[src/rtl/regfile_dump_reader.sv]
// Read-side register-file client: sweeps a register range through one read port,
// streams each word over valid/ready and keeps a running checksum of the words dumped.
module regfile_dump_reader #(
    parameter int ADDR_WIDTH = 5,
    parameter int DATA_WIDTH = 32
) (
    input  logic                  clk,
    input  logic                  rst_n,
    input  logic                  start,
    input  logic                  abort,
    input  logic [ADDR_WIDTH-1:0] first_reg,
    input  logic [ADDR_WIDTH-1:0] last_reg,
    output logic [ADDR_WIDTH-1:0] rd_addr,
    input  logic [DATA_WIDTH-1:0] rd_data,
    output logic                  out_valid,
    input  logic                  out_ready,
    output logic [DATA_WIDTH-1:0] out_data,
    output logic [ADDR_WIDTH-1:0] out_index,
    output logic                  busy,
    output logic                  done,
    output logic                  error,
    output logic [DATA_WIDTH-1:0] checksum
);

    typedef enum logic [1:0] {
        IDLE,
        ISSUE,
        CAPTURE,
        PRESENT
    } state_t;

    state_t                state;
    state_t                state_nxt;
    logic [ADDR_WIDTH-1:0] idx;
    logic [ADDR_WIDTH-1:0] last;
    logic                  handshake;
    logic                  range_ok;
    logic                  final_word;

    assign handshake  = out_valid && out_ready;
    assign range_ok   = first_reg <= last_reg;
    // Compare instead of incrementing past the end, so idx never wraps at 31.
    assign final_word = idx == last;

    assign rd_addr = (state == ISSUE || state == CAPTURE) ? idx : '0;
    assign busy    = state != IDLE;

    always_ff @(posedge clk or negedge rst_n) begin
        if (!rst_n) begin
            state <= IDLE;
        end else begin
            // NOTE: sequential state uses non-blocking assignments so every register
            // in the design updates from the same pre-edge values.
            state <= state_nxt;
        end
    end

    always_comb begin
        // NOTE: next state gets a default before the case so no path leaves it
        // unassigned, which would infer a latch.
        state_nxt = state;
        unique case (state)
            IDLE:    if (start && range_ok) state_nxt = ISSUE;
            ISSUE:   state_nxt = abort ? IDLE : CAPTURE;
            CAPTURE: state_nxt = abort ? IDLE : PRESENT;
            PRESENT: begin
                if (abort)          state_nxt = IDLE;
                else if (handshake) state_nxt = final_word ? IDLE : ISSUE;
            end
            default: state_nxt = IDLE;
        endcase
    end

    always_ff @(posedge clk or negedge rst_n) begin
        if (!rst_n) begin
            idx       <= '0;
            last      <= '0;
            out_valid <= 1'b0;
            out_data  <= '0;
            out_index <= '0;
            checksum  <= '0;
            done      <= 1'b0;
            error     <= 1'b0;
        end else begin
            done <= 1'b0;
            unique case (state)
                IDLE: begin
                    if (start) begin
                        if (range_ok) begin
                            idx      <= first_reg;
                            last     <= last_reg;
                            checksum <= '0;
                            error    <= 1'b0;
                        end else begin
                            done  <= 1'b1;
                            error <= 1'b1;
                        end
                    end
                end
                ISSUE: ;
                CAPTURE: begin
                    if (!abort) begin
                        out_data  <= rd_data;
                        out_index <= idx;
                        out_valid <= 1'b1;
                        checksum  <= checksum + rd_data;
                    end
                end
                PRESENT: begin
                    // Abort wins over a simultaneous handshake and suppresses done.
                    if (abort) begin
                        out_valid <= 1'b0;
                    end else if (handshake) begin
                        out_valid <= 1'b0;
                        if (final_word) done <= 1'b1;
                        else            idx  <= idx + 1'b1;
                    end
                end
                default: out_valid <= 1'b0;
            endcase
        end
    end

endmodule

[config.mk]
export PLATFORM = sky130hd
export DESIGN_NAME = regfile_dump_reader
export DESIGN_NICKNAME = d
export VERILOG_FILES = /design/src/rtl/regfile_dump_reader.sv
export SDC_FILE = /design/constraint.sdc
export NUM_CORES = 1
export LEC_CHECK = 0
export ABC_AREA = 1
export CORE_MARGIN = 2
export CORE_UTILIZATION = 35
export CTS_CLUSTER_SIZE = 24
export DETAILED_ROUTE_END_ITERATION = 10
export PLACE_DENSITY = 0.65
export SLEW_MARGIN = 20
export SYNTH_ARGS = -nofsm -noshare
export SYNTH_HDL_FRONTEND = slang
export SYNTH_SLANG_ARGS = --single-unit
[constraint.sdc]
create_clock -name clk -period 1.78 [get_ports clk]
set_input_delay 0.356 -clock clk [delete_from_list [all_inputs] [get_ports clk]]
set_output_delay 0.356 -clock clk [all_outputs]
set_load 0.02 [all_outputs]
==> summary.md, run 1 <==
| Metric | Value |
|---|---|
| Max Cap Violations | 0 |
| Number of buffers created by CTS | 9 |
| Power Total | 17.24 mW |
| Worst Path Max Fanout | 4 |
| Met1 Track Usage GR | 0.3036 |
| Clk buf depth | 2 |
| Family with the most delay on the worst path | simple AND/OR/NAND/NOR gates |
| Initial antenna violation count | 0 |
| # diodes | 0 |
| Crit path arrival time | 2.11 ns |
| Worst VDD drop | 0.8513 mV |
| Vias in the first global route | 6487 |
| Synthesized Nets | 984 |
| Final TNS setup | -0.07961 ns |
| Post-synth EDFFs | 0 |
| M3 GR Usage | 0.03259 |
| Crit-path cells | ha_4 -> inv_2 -> fa_2 -> inv_4 -> nand3_4 -> nand3_4 -> nand2_4 -> nand2_4 -> nand2_4 -> nand3b_1 -> nand3_2 -> o21ai_1 |
| Routed len/inst | 14.88 microns |
| GRT Max-Usage Layer | met2 |
| Total wire length | 20870 microns |
| GRT Residual Overflow | 0 |
| Ys flop type | dfrtp_1 |
| GRT met2 Usage | 0.3612 |
| Die Ht | 137.1 microns |
| Final worst slack | -0.05433 ns |
| Failing checks | negative setup slack |
| Root Buffer | clkbuf_16 |
| Total clock sinks | 84 |
| Most common cell after layout, fill and taps aside | nand2_1 |
| RePlAce Congestion | 0.9089 |
| Period utilization | 1.031 |
| Pins Over Slew Limit | 0 |
| Setup crit start | checksum[0] |
| DP Cell Count | 1353 |
| I/O Buffers | 124 |
| Share of layout cells above drive strength 1 | 0.3795 |
| Placed cell area | 8642 sq um |
| Drc violations | 0 |
| Combinational share of power | 0.677 |
| Final setup violation count | 3 |
| Count of final hold-check violations | 0 |
| FFs w/ async S/R, synth | 1.000 |
| Type of destination of the critical path | flip-flop |
| Average size of a mapped cell | 6.923 sq um |
| Hold Startpoint | last_reg[0] |
| Area of the multi-input gates | 4717 sq um |
| Die width | 137.1 microns |
| Hold/Removal Path Class | input pin to flip-flop |
| Vias per inst | 4.721 |
| Sequential Power Share | 0.201 |
| Critical path's largest stage delay | 0.39 ns |
| Syn Inst Count | 895 |
| Largest net degree at the start of global routing | 37 |
| Power per cell area | 1644 nW/um^2 |
| Post-Layout Cell Count | 1403 |
| Most frequent CP cell | nand2_4 |
| Fin Clk Skew | 0.007203 ns |
| CP required | 2.06 ns |
| Status | complete, but fails checks |
| Post-DRT Antenna Nets | 0 |
| Net Sw Frac | 0.4429 |
| Worst path buffer plus inverter count | 2 |
| Total core area | 17300 sq um |
| Clk pwr share | 0.122 |
| First-pass GRT wire length | 32480 microns |
| Drt initial violations | 431 |
| Worst reg2reg startpoint | checksum[0] |
| Slew Limit Headroom | 0.7064 |
| Min cycle time layout | 1.834 ns |
| Crit Path Category | flip-flop to flip-flop |
| Yosys reg bits | 84 |
| Internal cell power | 9.603 mW |
| Sequential cell area fraction in the yosys report | 0.3393 |
| CTS tree | done |
| Vias | 6624 |
| Yosys warning count | 0 |
| Number of distinct library cells after synthesis | 32 |
| Leakage | 5.730 nW |
| Skew-Pair Late Insertion Delay | 0.36 ns |
| Die area | 18780 sq um |
| Area occupied by registers | 2105 sq um |
| Net switching power figure | 7.635 mW |
| RSZ-0062 raised after global routing | yes |
| Filler instances | 1493 |
| Initial core utilization | 0.3582 |
| Max Clock Freq | 545.2 MHz |
| Layout Nets | 1262 |
| Core Rows | 48 |
| Worst Max-Slew Pin Slew | 0.4405 ns |
| Most frequent cells in the layout | nand2_1 (267), buf_4 (135), inv_1 (119), dfrtp_1 (82) |
| CP max-delay cell | dfrtp_2 |
| Area delta synth->final | 69.24% |
| Finished Core Util | 0.6063 |
| Number of detailed-route iterations in the first pass | 5 |
| Startpoint Class | flip-flop |
| Final Cell Area | 10490 sq um |
| H-tree depth | 3 |
| Mapped Area | 6196 sq um |
| Biggest regs | checksum (32), out_data (32) |
| Post-DP HPWL | 14570 microns |
| IO Pins | 125 |
| Total track usage | 0.2224 |
| Worst-path clk slew | 0.07 ns |
[kinds of logic after synthesis]
family                     count (synthesis)  share of synthesized area
adders and majority gates                 42                    0.08603
AOI/OAI and AO/OA                         67                    0.05796
muxes                                     32                    0.07391
DFF                                       84                     0.3393
buffers and inverters                    161                     0.1050
and+or+nand+nor                          499                     0.3237
xor gates and xnor gates                  10                    0.01414
[layer usage]
layer | wire (microns) | part of all wire
met5 | 0 | 0
met4 | 493 | 0.024
met3 | 862 | 0.041
met2 | 9790 | 0.47
met1 | 9725 | 0.47
[Yosys cell counts (all sizes together), types with 2 or more instances]
cell	count	area [sq um]
a21oi	30	150.1
and2	3	18.77
buf	10	83.83
clkbuf	2	7.510
dfrtp	84	2102
ha	41	513.0
inv	149	559.3
mux2	32	457.9
nand2	355	1338
nand3	58	290.3
nand4	7	43.79
nor2	65	251.5
nor3	5	25.02
o21ai	31	162.7
o21bai	3	22.52
or2	5	31.28
xnor2	4	35.03
xor2	6	52.55
[power groups by stage]
stage                     clock [mW]  combinational [mW]  sequential (mW)
after global placement             0                9.49             3.35
after CTS                       2.13                10.6             3.44
after detailed placement           0                9.57             3.37
final                           2.10                11.7             3.46
after global routing            2.19                12.6             3.58
after floorplan                    0                4.31             4.23
[cell type report]
class                   count  share of cell area
clock inverters             4            0.007040
well taps                 225             0.02685
inverters                 149             0.05381
flip-flops and latches     84              0.2007
repair buffers            279              0.2383
multi-input cells         650              0.4498
clock buffers              12             0.02351
[per-stage QoR]
stage               hold slack (ns)  setup slack, ns
detailed placement           0.3240          -0.6653
CTS                          0.4213         -0.08778
floorplan                   0.06041        0.0001021
finish                       0.2835         -0.05433
global route                 0.3116          -0.1163
global placement             0.3227          -0.6383
[path summary, 6_finish.rpt]
| path | end | slack [ns] | depth (start not counted) |
|---|---|---|---|
| worst max-delay path | checksum[16] | -0.05 | 12 |
| worst min-delay path | last[0] | 0.28 | 2 |
| worst max register to register | checksum[16] | -0.05 | 12 |
| worst min register to register | error | 0.48 | 2 |
| max in group asynchronous | out_data[23] | 0.73 | 3 |
| min in group asynchronous | last[2] | 0.48 | 2 |
[what timing repair did]
action,4_1_cts,5_1_grt
hold buffers,1,0
pin swaps,41,83
buffers inserted,21,10
cloned,3,1
setup endpoints to repair,78,60
hold endpoints to repair,23,0
gates resized for setup,197,200
Power figures use the tool's default switching activity.
==> run 2, diff against run 1 <==
--- a/config.mk
+++ b/config.mk
@@ -8,6 +8,7 @@
 export ABC_AREA = 1
 export CORE_MARGIN = 2
 export CORE_UTILIZATION = 35
+export CTS_BUF_LIST = sky130_fd_sc_hd__clkbuf_8 sky130_fd_sc_hd__clkbuf_16
 export CTS_CLUSTER_SIZE = 24
 export DETAILED_ROUTE_END_ITERATION = 10
 export PLACE_DENSITY = 0.65
==> run 2 against run 1 <==
  * The flow still finishes with violations (negative setup slack)
  * Total power barely moved
  * Count of clock-buffer cells in the layout shrank 2
  * Critical path type unchanged
  * Critical path depth did not move
  * Fmax decreased by 0.16%
  * Die area unchanged
  * Critical endpoint unchanged
  * Global-route usage is the same
  * Worst hold slack got worse by 0.0012 ns
  * Sequential share of layout area about the same
==> summary.md, run 2 (same netlist as run 1, synthesis figures left out) <==
| Metric | Value |
|---|---|
| Status | complete, but fails checks |
| Failing checks | negative setup slack |
| Final setup violation count | 4 |
| Worst-case hold path end point | last[0] |
| Max Cap Violations | 0 |
| Worst Path Max Fanout | 4 |
| Die area | 18780 sq um |
| Total clock sinks | 84 |
| First-pass GRT wire length | 32480 microns |
| R2R setup slack | -0.06 ns |
| Initial antenna violation count | 0 |
| Period utilization | 1.032 |
| Drc violations | 0 |
| Final worst slack | -0.05728 ns |
| Count of final hold-check violations | 0 |
| Worst Max-Slew Pin Slew | 0.4411 ns |
| Worst path buffer plus inverter count | 2 |
| Sequential Power Share | 0.201 |
| Crit Path Category | flip-flop to flip-flop |
| Total core area | 17300 sq um |
| Hold Startpoint | last_reg[0] |
| Vias | 6658 |
| Core Rows | 48 |
| Min cycle time layout | 1.837 ns |
| Worst reg2reg startpoint | checksum[0] |
| Max Clock Freq | 544.3 MHz |
| Number of detailed-route iterations in the first pass | 5 |
| Critical path's largest stage delay | 0.39 ns |
| Number of buffers created by CTS | 9 |
| Biggest regs | checksum (32), out_data (32) |
| Most common cell after layout, fill and taps aside | nand2_1 |
| Vias in the first global route | 6487 |
| Clk buf depth | 2 |
| Share of layout cells above drive strength 1 | 0.3803 |
| Net Sw Frac | 0.4436 |
| CP required | 2.06 ns |
| Total wire length | 20880 microns |
| Most frequent cells in the layout | nand2_1 (267), buf_4 (135), inv_1 (121), dfrtp_1 (82) |
| H-tree depth | 3 |
| Initial core utilization | 0.3582 |
| RePlAce Congestion | 0.9089 |
| Internal cell power | 9.589 mW |
| Worst hold stages | 2 |
| Root Buffer | clkbuf_16 |
| CP max-delay cell | dfrtp_2 |
| Setup crit start | checksum[0] |
| Slew Limit Headroom | 0.7059 |
| Worst VDD drop | 0.8493 mV |
| Leakage | 5.737 nW |
| Worst-path clk slew | 0.07 ns |
| Hold_ws | 0.2823 ns |
| Power per cell area | 1644 nW/um^2 |
| Crit path arrival time | 2.11 ns |
| IO Pins | 125 |
| Fin Clk Skew | 0.007467 ns |
| Pins Over Slew Limit | 0 |
| Startpoint Class | flip-flop |
| Die width | 137.1 microns |
| Crit-path cells | ha_4 -> inv_2 -> fa_2 -> inv_4 -> nand3_4 -> nand3_4 -> nand2_4 -> nand2_4 -> nand2_4 -> nand3b_1 -> nand3_2 -> o21ai_1 |
| Total track usage | 0.2224 |
| Final TNS setup | -0.09298 ns |
| Skew-Pair Late Insertion Delay | 0.36 ns |
| Most frequent CP cell | nand2_4 |
| # diodes | 0 |
| Post-DRT Antenna Nets | 0 |
| RSZ-0062 raised after global routing | yes |
| CTS tree | done |
| Net switching power figure | 7.644 mW |
| Clk pwr share | 0.121 |
| Layout Nets | 1262 |
| Combinational share of power | 0.678 |
| Family with the most delay on the worst path | simple AND/OR/NAND/NOR gates |
| Vias per inst | 4.746 |
| Die Ht | 137.1 microns |
| Type of destination of the critical path | flip-flop |
| Hold/Removal Path Class | input pin to flip-flop |
| I/O Buffers | 124 |
| Post-DP HPWL | 14570 microns |
| Routed len/inst | 14.88 microns |
| Worst R2R Path Depth | 12 |
| Drt initial violations | 406 |
| GRT Residual Overflow | 0 |
| Worst r2r dst | checksum[16] |
| Largest net degree at the start of global routing | 37 |
| Area delta synth->final | 69.16% |
## run 2: cell count changes in the layout (fill, tap and decap cells not counted)
cell,before,now
clkbuf_1,2,0
clkdlybuf4s15_1,2,1
inv_1,119,121
clkbuf_2,0,1
## run 2: worst max path at each step
| stage | endpoint | depth (start not counted) | slack [ns] |
|---|---|---|---|
| 6_report | checksum[16] | 12 | -0.06 |
| 5_1_grt | checksum[16] | 12 | -0.12 |
| 4_1_cts | checksum[16] | 12 | -0.09 |
| 3_5_place_dp | checksum[16] | 13 | -0.67 |
| 3_3_place_gp | checksum[28] | 14 | -0.64 |
| 2_1_floorplan | checksum[16] | 12 | 0.0001 |
## run 2: power by group through the flow
stage                     Combinational (mW)  Sequential [mW]  Clock (mW)
after floorplan                         4.31             4.23           0
after global placement                  9.49             3.35           0
after detailed placement                9.57             3.37           0
after CTS                               10.6             3.44        2.12
after global routing                    12.6             3.58        2.18
final                                   11.7             3.46        2.09
## run 2: layer usage
metal	vias to the layer above	GRT usage	part of all wire
met5	-	0	0
met4	0	0.07216	0.022
met3	30	0.03259	0.047
met2	163	0.3612	0.47
met1	3125	0.3036	0.46
li1	3340	-	-
## run 2: final cells by class
class,instances,area [sq um]
tap,225,281.5
fill,1494,6815
clock inverter,6,81.33
timing repair buffer,279,2494
inverter,149,564.3
multi-input combinational,650,4717
sequential,84,2105
clock buffer,10,239.0
## run 2: repair_timing
item	in CTS	in global routing
gates cloned	3	1
hold buffers	1	0
resized for setup	197	201
endpoints found under the hold margin	23	0
pin swaps	41	76
buffers inserted	21	10
setup endpoints to repair	78	60
## run 2: through the flow
step | cell area [sq um] | instances | utilization | power (mW) | worst slack (ns)
floorplan | 6242 | 895 | - | 8.535 | 0.0001021
global placement | 8642 | 1353 | 0.4996 | 12.83 | -0.6383
detailed placement | 8642 | 1353 | 0.4996 | 12.93 | -0.6653
CTS | 9811 | 1394 | 0.5672 | 16.15 | -0.08800
global route | 10480 | 1403 | 0.6060 | 18.39 | -0.1167
finish | 10480 | 1403 | 0.6060 | 17.23 | -0.05728
==> run 3, diff against run 2 <==
--- a/config.mk
+++ b/config.mk
@@ -11,7 +11,7 @@
 export CTS_BUF_LIST = sky130_fd_sc_hd__clkbuf_8 sky130_fd_sc_hd__clkbuf_16
 export CTS_CLUSTER_SIZE = 24
 export DETAILED_ROUTE_END_ITERATION = 10
-export PLACE_DENSITY = 0.65
+export PLACE_DENSITY = 0.63
 export SLEW_MARGIN = 20
 export SYNTH_ARGS = -nofsm -noshare
 export SYNTH_HDL_FRONTEND = slang
==> constraint.sdc (replaced) <==
create_clock -name clk -period 2.25 [get_ports clk]
set_input_delay 0.45 -clock clk [delete_from_list [all_inputs] [get_ports clk]]
set_output_delay 0.45 -clock clk [all_outputs]
set_load 0.02 [all_outputs]
==> run 3 against run 2 <==
  * The flow now finishes without violations
  * Combinational power down 40%
  * Wire length down 14%
  * Utilization down 11 points
  * First-iteration DRC count down 11%
  * Total power down 35%
  * Worst hold slack worse by 0.26 ns
  * Global-route usage down 2.4 points
  * Non-clock buffer count down 78
  * Sequential power down 22%
  * Cell count down 5.6%
  * Critical endpoint is now checksum[13]
  * Largest cell class unchanged
==> summary.md, run 3 (same netlist as run 1, synthesis figures left out) <==
| Metric | Value |
|---|---|
| Pre-CTS setup slack | -0.2876 ns |
| Post-CTS setup buffers | 0 |
| Core Rows | 48 |
| Worst reg2reg startpoint | checksum[5] |
| Finished Core Util | 0.4962 |
| Most frequent cells in the layout | nand2_1 (349), inv_1 (146), clkdlybuf4s50_1 (117), dfrtp_1 (84), buf_4 (74) |
| Startpoint Class | input pin |
| Drc violations | 0 |
| H-tree depth | 3 |
| Die width | 137.1 microns |
| CTS tree | done |
| Vias | 6089 |
| Worst r2r dst | checksum[29] |
| Worst R2R Path Depth | 11 |
| Clk buf depth | 2 |
| Area delta synth->final | 38.51% |
| Power per cell area | 1297 nW/um^2 |
| Drt initial violations | 361 |
| Type of destination of the critical path | flip-flop |
| Hold/Removal Path Class | input pin to asynchronous set/reset pin |
| Power Total | 11.13 mW |
| Total core area | 17300 sq um |
| Worst path buffer plus inverter count | 2 |
| Min cycle time layout | 2.122 ns |
| Largest net degree at the start of global routing | 35 |
| Initial antenna violation count | 0 |
| R2R setup slack | 0.28 ns |
| Net Sw Frac | 0.4464 |
| Combinational share of power | 0.628 |
| CP max-delay cell | clkdlybuf4s50_1 |
| Count of final hold-check violations | 0 |
| # diodes | 0 |
| Placed cell area | 8253 sq um |
| Most frequent CP cell | nand2_1 |
| Net switching power figure | 4.969 mW |
| Crit path arrival time | 2.37 ns |
| Root Buffer | clkbuf_16 |
| CP Capture Point | checksum[13] |
| Share of layout cells above drive strength 1 | 0.1391 |
| Vias in the first global route | 5869 |
| Final setup violation count | 0 |
| Total track usage | 0.1982 |
| Final worst slack | 0.1282 ns |
| Crit Path Category | input pin to flip-flop |
| Critical path's largest stage delay | 0.45 ns |
| Leakage | 4.767 nW |
| Period utilization | 0.9430 |
| Slew Limit Headroom | 0.7225 |
| Number of detailed-route iterations in the first pass | 4 |
| RePlAce Congestion | 0.9701 |
| IO Pins | 125 |
| Die area | 18780 sq um |
| Vias per inst | 4.595 |
| Fin Clk Skew | 0.008807 ns |
| Post-DRT Antenna Nets | 0 |
| Worst Path Max Fanout | 5 |
| Biggest regs | checksum (32), out_data (32) |
| Internal cell power | 6.162 mW |
| Number of buffers created by CTS | 9 |
| Crit. path cell count | 12 |
| Total clock sinks | 84 |
| Max Cap Violations | 0 |
| Skew-Pair Late Insertion Delay | 0.36 ns |
| First-pass GRT wire length | 28960 microns |
| GRT Residual Overflow | 0 |
| Layout Nets | 1184 |
| Total wire length | 17870 microns |
| Crit-path cells | clkdlybuf4s50_1 -> ha_1 -> nand2_2 -> inv_1 -> nand2_1 -> nand2_1 -> a21oi_1 -> nand2_1 -> o21ai_0 -> nor2_1 -> nand2_1 -> nand2_1 |
| Final Cell Area | 8582 sq um |
| Setup crit start | rd_data[8] |
| Worst Max-Slew Pin Slew | 0.4163 ns |
| CP required | 2.49 ns |
| Hold_ws | 0.02386 ns |
| Max Clock Freq | 471.3 MHz |
| Initial core utilization | 0.3582 |
| Sequential Power Share | 0.244 |
| Pins Over Slew Limit | 0 |
| Worst-path clk slew | 0.07 ns |
| Status | finished clean |
| I/O Buffers | 124 |
| Die Ht | 137.1 microns |
| Family with the most delay on the worst path | simple AND/OR/NAND/NOR gates |
| Routed len/inst | 13.48 microns |
| Post-DP HPWL | 14040 microns |
| Most common cell after layout, fill and taps aside | nand2_1 |
| RSZ-0062 raised after global routing | no |
| Worst VDD drop | 0.5187 mV |
| Clk pwr share | 0.128 |
## run 3: per-stage QoR
stage | setup TNS, ns | instances
5_1_grt | 0 | 1325
4_1_cts | 0 | 1325
3_5_place_dp | -6.025 | 1309
3_3_place_gp | -5.648 | 1309
2_1_floorplan | 0 | 895
6_report | 0 | 1325
## run 3: how the worst min path moves through the flow
stage               start     endpoint  slack [ns]  cells after the start
CTS                 rst_n      last[2]        0.03                      1
global route        rst_n      last[2]        0.05                      1
global placement    rst_n      last[2]        0.42                      1
finish              rst_n      last[2]        0.02                      1
floorplan           rst_n  checksum[0]        0.15                      0
detailed placement  rst_n      last[2]        0.42                      1
## run 3: what timing repair did
item                       CTS  global route
pin swaps                    0             2
setup endpoints to repair    6            16
resized for setup            7            15
hold buffers                 0             0
## run 3: power groups by stage
stage	sequential [mW]	combinational, mW	clock [mW]
after floorplan	3.33	3.38	0
after global placement	2.72	6.92	0
after detailed placement	2.73	6.99	0
after CTS	2.71	6.99	1.48
after global routing	2.81	7.70	1.55
final	2.71	6.99	1.43
## run 3: layout make-up
class | count | area [sq um]
fill | 1758 | 8715
multi-input combinational | 650 | 3505
sequential | 84 | 2102
timing repair buffer | 201 | 1859
inverter | 149 | 559.3
tap | 225 | 281.5
clock buffer | 9 | 225.2
clock inverter | 7 | 50.05
## run 3: routing by layer
layer	routed length [microns]	track usage
met5	0	0
met4	275	0.06014
met3	960	0.03667
met2	7774	0.3065
met1	8857	0.2802
